File: src/rtl/usb_rx_arb_pkg.sv
// usb_rx_arb_pkg: shared FSM state encoding and default buffer depth for the USB RX wire arbiter
package usb_rx_arb_pkg;
    localparam int DEFAULT_FIFO_DEPTH = 4;
    typedef logic [1:0] arb_state_t;
    localparam arb_state_t START   = 2'd0;
    localparam arb_state_t IDLE    = 2'd1;
    localparam arb_state_t PRC_GNT = 2'd2;
    localparam arb_state_t SIE_GNT = 2'd3;
endpackage

File: src/rtl/usb_rx_sample_fifo.sv
// usb_rx_sample_fifo: 2-bit sample buffer with push/pop/flush
//   clk, rst      : clock, synchronous active-high reset
//   push_i/data_i : write a sample (accepted when not full, or when full and popping)
//   pop_i         : remove the head sample (ignored when empty)
//   flush_i       : empty the buffer; wins over a coincident push/pop
//   data_o        : head sample, 2'b00 when empty
//   full_o/empty_o/count_o : occupancy status
module usb_rx_sample_fifo #(
    parameter int DEPTH = 4
) (
    input  logic                     clk,
    input  logic                     rst,
    input  logic                     push_i,
    input  logic [1:0]               data_i,
    input  logic                     pop_i,
    input  logic                     flush_i,
    output logic [1:0]               data_o,
    output logic                     full_o,
    output logic                     empty_o,
    output logic [$clog2(DEPTH):0]   count_o
);
    localparam int AW = $clog2(DEPTH);
    localparam int CW = AW + 1;
    localparam logic [CW-1:0] FULL_CNT = CW'(DEPTH);
    logic [1:0]    mem_q [DEPTH];
    logic [AW-1:0] wr_ptr_q, rd_ptr_q;
    logic [CW-1:0] count_q;
    logic          do_push, do_pop;
    assign empty_o = count_q == '0;
    assign full_o  = count_q == FULL_CNT;
    assign count_o = count_q;
    assign data_o  = empty_o ? 2'b00 : mem_q[rd_ptr_q];
    assign do_pop  = pop_i & ~empty_o & ~flush_i;
    // A full buffer still takes a push when the head leaves on the same edge.
    assign do_push = push_i & ~flush_i & (~full_o | do_pop);
    // Depth is a power of two, so pointers wrap by natural overflow.
    always_ff @(posedge clk) begin
        if (rst || flush_i) begin
            wr_ptr_q <= '0;
            rd_ptr_q <= '0;
            count_q  <= '0;
        end else begin
            if (do_push) wr_ptr_q <= wr_ptr_q + 1'b1;
            if (do_pop) rd_ptr_q <= rd_ptr_q + 1'b1;
            count_q <= count_q + CW'(do_push) - CW'(do_pop);
        end
    end
    always_ff @(posedge clk) begin
        if (do_push && !rst) mem_q[wr_ptr_q] <= data_i;
    end
endmodule

File: src/rtl/usb_rx_wire_arbiter.sv
// usb_rx_wire_arbiter: grants the USB RX wire to the bit-processor or the SIE and buffers samples for the owner
//   clk, rst                    : clock, synchronous active-high reset
//   RxBits, RxWireWEn           : sampled line state and its strobe
//   prcRxBitReq/Gnt/Data/WEn/Rdy: bit-processor request, grant and sample handshake (fixed priority)
//   SIERxReq/Gnt/Data/WEn/Rdy   : SIE request, grant and sample handshake
//   RxOverflow                  : sticky, a sample was dropped on a full buffer while granted
module usb_rx_wire_arbiter
    import usb_rx_arb_pkg::*;
#(
    parameter int FIFO_DEPTH = DEFAULT_FIFO_DEPTH
) (
    input  logic       clk,
    input  logic       rst,
    input  logic [1:0] RxBits,
    input  logic       RxWireWEn,
    input  logic       prcRxBitReq,
    output logic       prcRxBitGnt,
    output logic [1:0] prcRxBitData,
    output logic       prcRxBitWEn,
    input  logic       prcRxBitRdy,
    input  logic       SIERxReq,
    output logic       SIERxGnt,
    output logic [1:0] SIERxData,
    output logic       SIERxWEn,
    input  logic       SIERxRdy,
    output logic       RxOverflow
);
    localparam int CW = $clog2(FIFO_DEPTH) + 1;
    arb_state_t    state_q, state_d;
    logic          prc_gnt_q, prc_gnt_d;
    logic          sie_gnt_q, sie_gnt_d;
    logic          ovf_q, ovf_d;
    logic          flush, push, pop, enter_idle;
    logic [1:0]    fifo_head;
    logic          fifo_full, fifo_empty;
    logic [CW-1:0] fifo_count;
    always_comb begin
        state_d = state_q == START   ? IDLE :
                  state_q == IDLE    ? (prcRxBitReq ? PRC_GNT : SIERxReq ? SIE_GNT : IDLE) :
                  state_q == PRC_GNT ? (prcRxBitReq ? PRC_GNT : IDLE) :
                                       (SIERxReq ? SIE_GNT : IDLE);
        prc_gnt_d  = state_d == PRC_GNT;
        sie_gnt_d  = state_d == SIE_GNT;
        // Losing the request drops ownership and any samples buffered for that owner.
        flush      = (state_q == PRC_GNT && !prcRxBitReq) || (state_q == SIE_GNT && !SIERxReq);
        push       = RxWireWEn & (prc_gnt_q | sie_gnt_q);
        pop        = (prcRxBitWEn & prcRxBitRdy) | (SIERxWEn & SIERxRdy);
        enter_idle = state_d == IDLE && state_q != IDLE;
        ovf_d      = enter_idle ? 1'b0 : ovf_q | (push & fifo_full & ~pop & ~flush);
    end
    always_ff @(posedge clk) begin
        if (rst) begin
            state_q   <= START;
            prc_gnt_q <= 1'b0;
            sie_gnt_q <= 1'b0;
            ovf_q     <= 1'b0;
        end else begin
            state_q   <= state_d;
            prc_gnt_q <= prc_gnt_d;
            sie_gnt_q <= sie_gnt_d;
            ovf_q     <= ovf_d;
        end
    end
    usb_rx_sample_fifo #(.DEPTH(FIFO_DEPTH)) u_fifo (
        .clk     (clk),
        .rst     (rst),
        .push_i  (push),
        .data_i  (RxBits),
        .pop_i   (pop),
        .flush_i (flush),
        .data_o  (fifo_head),
        .full_o  (fifo_full),
        .empty_o (fifo_empty),
        .count_o (fifo_count)
    );
    // Sanity checks ignored by synthesis: exclusive grants, bounded occupancy.
    always_ff @(posedge clk) begin
        if (!rst) begin
            assert (!(prc_gnt_q && sie_gnt_q));
            assert (fifo_count <= CW'(FIFO_DEPTH));
        end
    end
    assign prcRxBitGnt  = prc_gnt_q;
    assign SIERxGnt     = sie_gnt_q;
    assign prcRxBitWEn  = prc_gnt_q & ~fifo_empty;
    assign SIERxWEn     = sie_gnt_q & ~fifo_empty;
    assign prcRxBitData = prc_gnt_q ? fifo_head : 2'b00;
    assign SIERxData    = sie_gnt_q ? fifo_head : 2'b00;
    assign RxOverflow   = ovf_q;
endmodule

File: config.mk
export PLATFORM = sky130hd
export DESIGN_NAME = usb_rx_wire_arbiter
export DESIGN_NICKNAME = d
export VERILOG_FILES = /design/src/rtl/usb_rx_arb_pkg.sv /design/src/rtl/usb_rx_sample_fifo.sv /design/src/rtl/usb_rx_wire_arbiter.sv
export SDC_FILE = /design/constraint.sdc
export NUM_CORES = 1
export LEC_CHECK = 0
export ABC_AREA = 1
export ABC_CLOCK_PERIOD_IN_PS = 6300
export CAP_MARGIN = 25
export CORE_UTILIZATION = 55
export DETAILED_ROUTE_END_ITERATION = 8
export GPL_TIMING_DRIVEN = 0
export PLACE_DENSITY = 0.82
export REMOVE_ABC_BUFFERS = 1
export SLEW_MARGIN = 30
export SYNTH_ARGS = -nofsm -noshare
export SYNTH_HDL_FRONTEND = slang
export SYNTH_SLANG_ARGS = --single-unit
File: constraint.sdc
create_clock -name clk -period 6.3 [get_ports clk]
set_input_delay 1.26 -clock clk [delete_from_list [all_inputs] [get_ports clk]]
set_output_delay 1.26 -clock clk [all_outputs]
set_load 0.05 [all_outputs]
==> flow_metrics.env <==
export IMPL_status="complete, no violations"
export IMPL_slew_headroom=0.6651
export IMPL_synth_fa_ha_area_frac=0.08962
export IMPL_clk_latency_ns=0.30
export IMPL_p_int_w=0.0002013
export IMPL_synth_compound_area_share=0.07311
export IMPL_initialDrtViolationCount=17
export IMPL_die_w_microns=45.92
export IMPL_seqPwrFrac=0.579
export IMPL_r2r_end="u_fifo.count_o[2]"
export IMPL_netlist_area_sq_mm=0.001061
export IMPL_netSwitchingFraction=0.2448
export IMPL_cts_resized=0
export IMPL_drive_gt1_frac=0.1133
export IMPL_grt_antenna_before_repair=0
export IMPL_via_per_inst=4.863
export IMPL_cts_buffer_depth=2
export IMPL_finalSetupViolCount=0
export IMPL_cts_buffers=3
export IMPL_layout_min_cycle_time_ns=3.299
export IMPL_grt_pass1_wl_mm=3.174
export IMPL_fmax_mhz=303.1
export IMPL_slew_viol_final=0
export IMPL_drt_first_pass_iters=4
export IMPL_fin_nets=167
export IMPL_drc_errors=0
export IMPL_hold_buffers=0
export IMPL_ys_types=22
export IMPL_finalCritPeriodShare=0.5236
export IMPL_p_comb_frac=0.140
export IMPL_ant_nets=0
export IMPL_synth_seq_area_share=0.4906
export IMPL_irDropWorstVdd_v=0.0001192
export IMPL_clk_pin_slew_ns=0.11
export IMPL_cts_root_buffer="clkbuf_4"
export IMPL_endpoint_kind="output pin"
export IMPL_gp_congestion=0.7394
export IMPL_worst_setup_path_start_kind="register"
export IMPL_port_buffer_count=17
export IMPL_worst_path_max_fanout=4
export IMPL_synth_top_family_by_area="simple AND/OR/NAND/NOR gates"
export IMPL_r2r_slack_ns=4.14
export IMPL_coreArea_sq_mm=0.001764
export IMPL_p_total_w=0.0002666
export IMPL_routed_wl_mm=1.885
export IMPL_yosys_warnings=0
export IMPL_rows=15
export IMPL_placedInstanceArea_sq_mm=0.001262
export IMPL_p_per_area_mw_per_mm2=205.3
export IMPL_whs_ns=0.4811
export IMPL_clock_skew_ns=0.005029
export IMPL_hpwl_mm=1.524
export IMPL_p_sw_w=0.00006527
export IMPL_final_cell_mix="inv_1 (29), nor2_1 (25), nand2_1 (17), clkdlybuf4s50_1 (17), dfxtp_1 (14)"
export IMPL_antenna_cells=0
export IMPL_vias=851
export IMPL_hold_class="register to register"
export IMPL_rsz0062_at_grt="false"
export IMPL_wl_per_cell_microns=10.77
export IMPL_r2r_cells=14
export IMPL_p_leak_nw=0.5647
export IMPL_num_fill_cells=141
export IMPL_cap_viol_max_count=0
export IMPL_syn_to_final_growth_pct=22.41
export IMPL_tns_ns=0
export IMPL_synth_xor_xnor_area_share=0.008255
export IMPL_dieHeight_microns=45.92
export IMPL_grt_max_degree=13
export IMPL_ys_seq_elements=22
export IMPL_grt_overflow_total=0
export IMPL_syn_avg_cell_area_sq_um=8.225
export IMPL_stdcell_area_sq_mm=0.001299
export IMPL_cts_tree="done"
export IMPL_grt_use_total=0.2151
export IMPL_worst_pin_slew_ns=0.5008
export IMPL_arrival_ns=2.04
export IMPL_layout_commonest_cell="inv_1"
export IMPL_dieArea_sq_mm=0.002109
export IMPL_grt_pass1_vias=816
export IMPL_synth_area_mux_share=0
export IMPL_syn_inst=129
export IMPL_reg2reg_from="u_fifo.count_o[1]"
export IMPL_postCtsSetupBuffers=0
export IMPL_ios=18
export IMPL_cp_endpoint="SIERxData[0]"
export IMPL_hold_violations=0
export IMPL_critPathLaunch="u_fifo.count_o[1]"
export IMPL_cp_required_ns=5.04
export IMPL_yosys_area_share_simple=0.2252
export IMPL_cts_sinks=22
export IMPL_initial_core_util=0.6014
export IMPL_critPathKind="register to output pin"
export IMPL_cts_htree_levels=1
export IMPL_pwr_share_clk=0.280
worst max-delay path: stages (launching register included):
cell             delay [ns]
dfxtp_1                0.42
nor2_1                 0.06
nand2_1                0.10
inv_1                  0.06
nor2_1                 0.12
inv_1                  0.07
nor2_1                 0.10
clkdlybuf4s50_1        0.81
cells by family (layout without fill, tap and decap cells):
group,after synthesis,after routing
and+or+nand+nor,55,55
buffers and inverters,32,53
DFF,22,22
AOI/OAI and AO/OA,12,12
adders and majority gates,7,7
xor gates and xnor gates,1,1
synthesized netlist by cell type (all sizes together):
library cell | count | area (sq um)
a21oi | 5 | 28.78
a31oi | 1 | 6.260
a32o | 2 | 20.02
dfxtp | 14 | 280.3
edfxtp | 8 | 240.2
fa | 1 | 20.02
ha | 6 | 75.07
inv | 32 | 120.1
nand2 | 22 | 95.09
nand3 | 3 | 15.01
nor2 | 28 | 117.6
nor3 | 1 | 5.000
o21ai | 3 | 15.01
o31ai | 1 | 7.510
or2 | 1 | 6.260
xor2 | 1 | 8.760
power groups by stage:
stage	sequential, W	clock, W	combinational, W
6_report	0.000154	0.0000748	0.0000373
5_1_grt	0.000155	0.0000801	0.0000414
3_3_place_gp	0.000157	0	0.0000352
3_5_place_dp	0.000158	0	0.0000370
4_1_cts	0.000154	0.0000756	0.0000375
2_1_floorplan	0.000159	0	0.0000220
routing by layer:
metal | wire length, microns | track usage | share of wire
met5 | 0 | 0 | 0
met4 | 37 | 0.1059 | 0.020
met3 | 49 | 0.02381 | 0.026
met2 | 1007 | 0.4000 | 0.53
met1 | 791 | 0.2368 | 0.42
cell type report:
class	instances	area, sq um	share of cell area
clock buffer	4	36.28	0.02794
multi-input combinational	75	420.4	0.3237
sequential	22	520.5	0.4008
timing repair buffer	17	170.2	0.1310
tap	25	31.28	0.02408
inverter	32	120.1	0.09249
per-stage QoR:
stage | utilization | instances | setup slack, ns
3_5_place_dp | 0.7156 | 171 | 2.809
3_3_place_gp | 0.7156 | 171 | 2.906
2_1_floorplan | - | 129 | 2.789
5_1_grt | 0.7362 | 175 | 2.824
6_report | 0.7362 | 175 | 3.001
4_1_cts | 0.7362 | 175 | 2.974
sequential cells by signal, summed over array words and instances (netlist names), named ones only:
signal,flops
u_fifo.mem_q,8
u_fifo.count_o,3
state_q,2
u_fifo.rd_ptr_q,2
u_fifo.wr_ptr_q,2
RxOverflow,1
SIERxGnt,1
prcRxBitGnt,1
worst min-delay path by stage:
stage                         end  cells after the start          startpoint  slack (ns)
3_3_place_gp   u_fifo.rd_ptr_q[1]                      2  u_fifo.rd_ptr_q[1]        0.45
2_1_floorplan            register                      2  u_fifo.rd_ptr_q[1]        0.43
5_1_grt                RxOverflow                      2          RxOverflow        0.51
6_report               RxOverflow                      2          RxOverflow        0.48
4_1_cts                  register                      2  u_fifo.rd_ptr_q[1]        0.48
3_5_place_dp           RxOverflow                      2          RxOverflow        0.46
No activity file was read; power rests on OpenSTA's default activity.
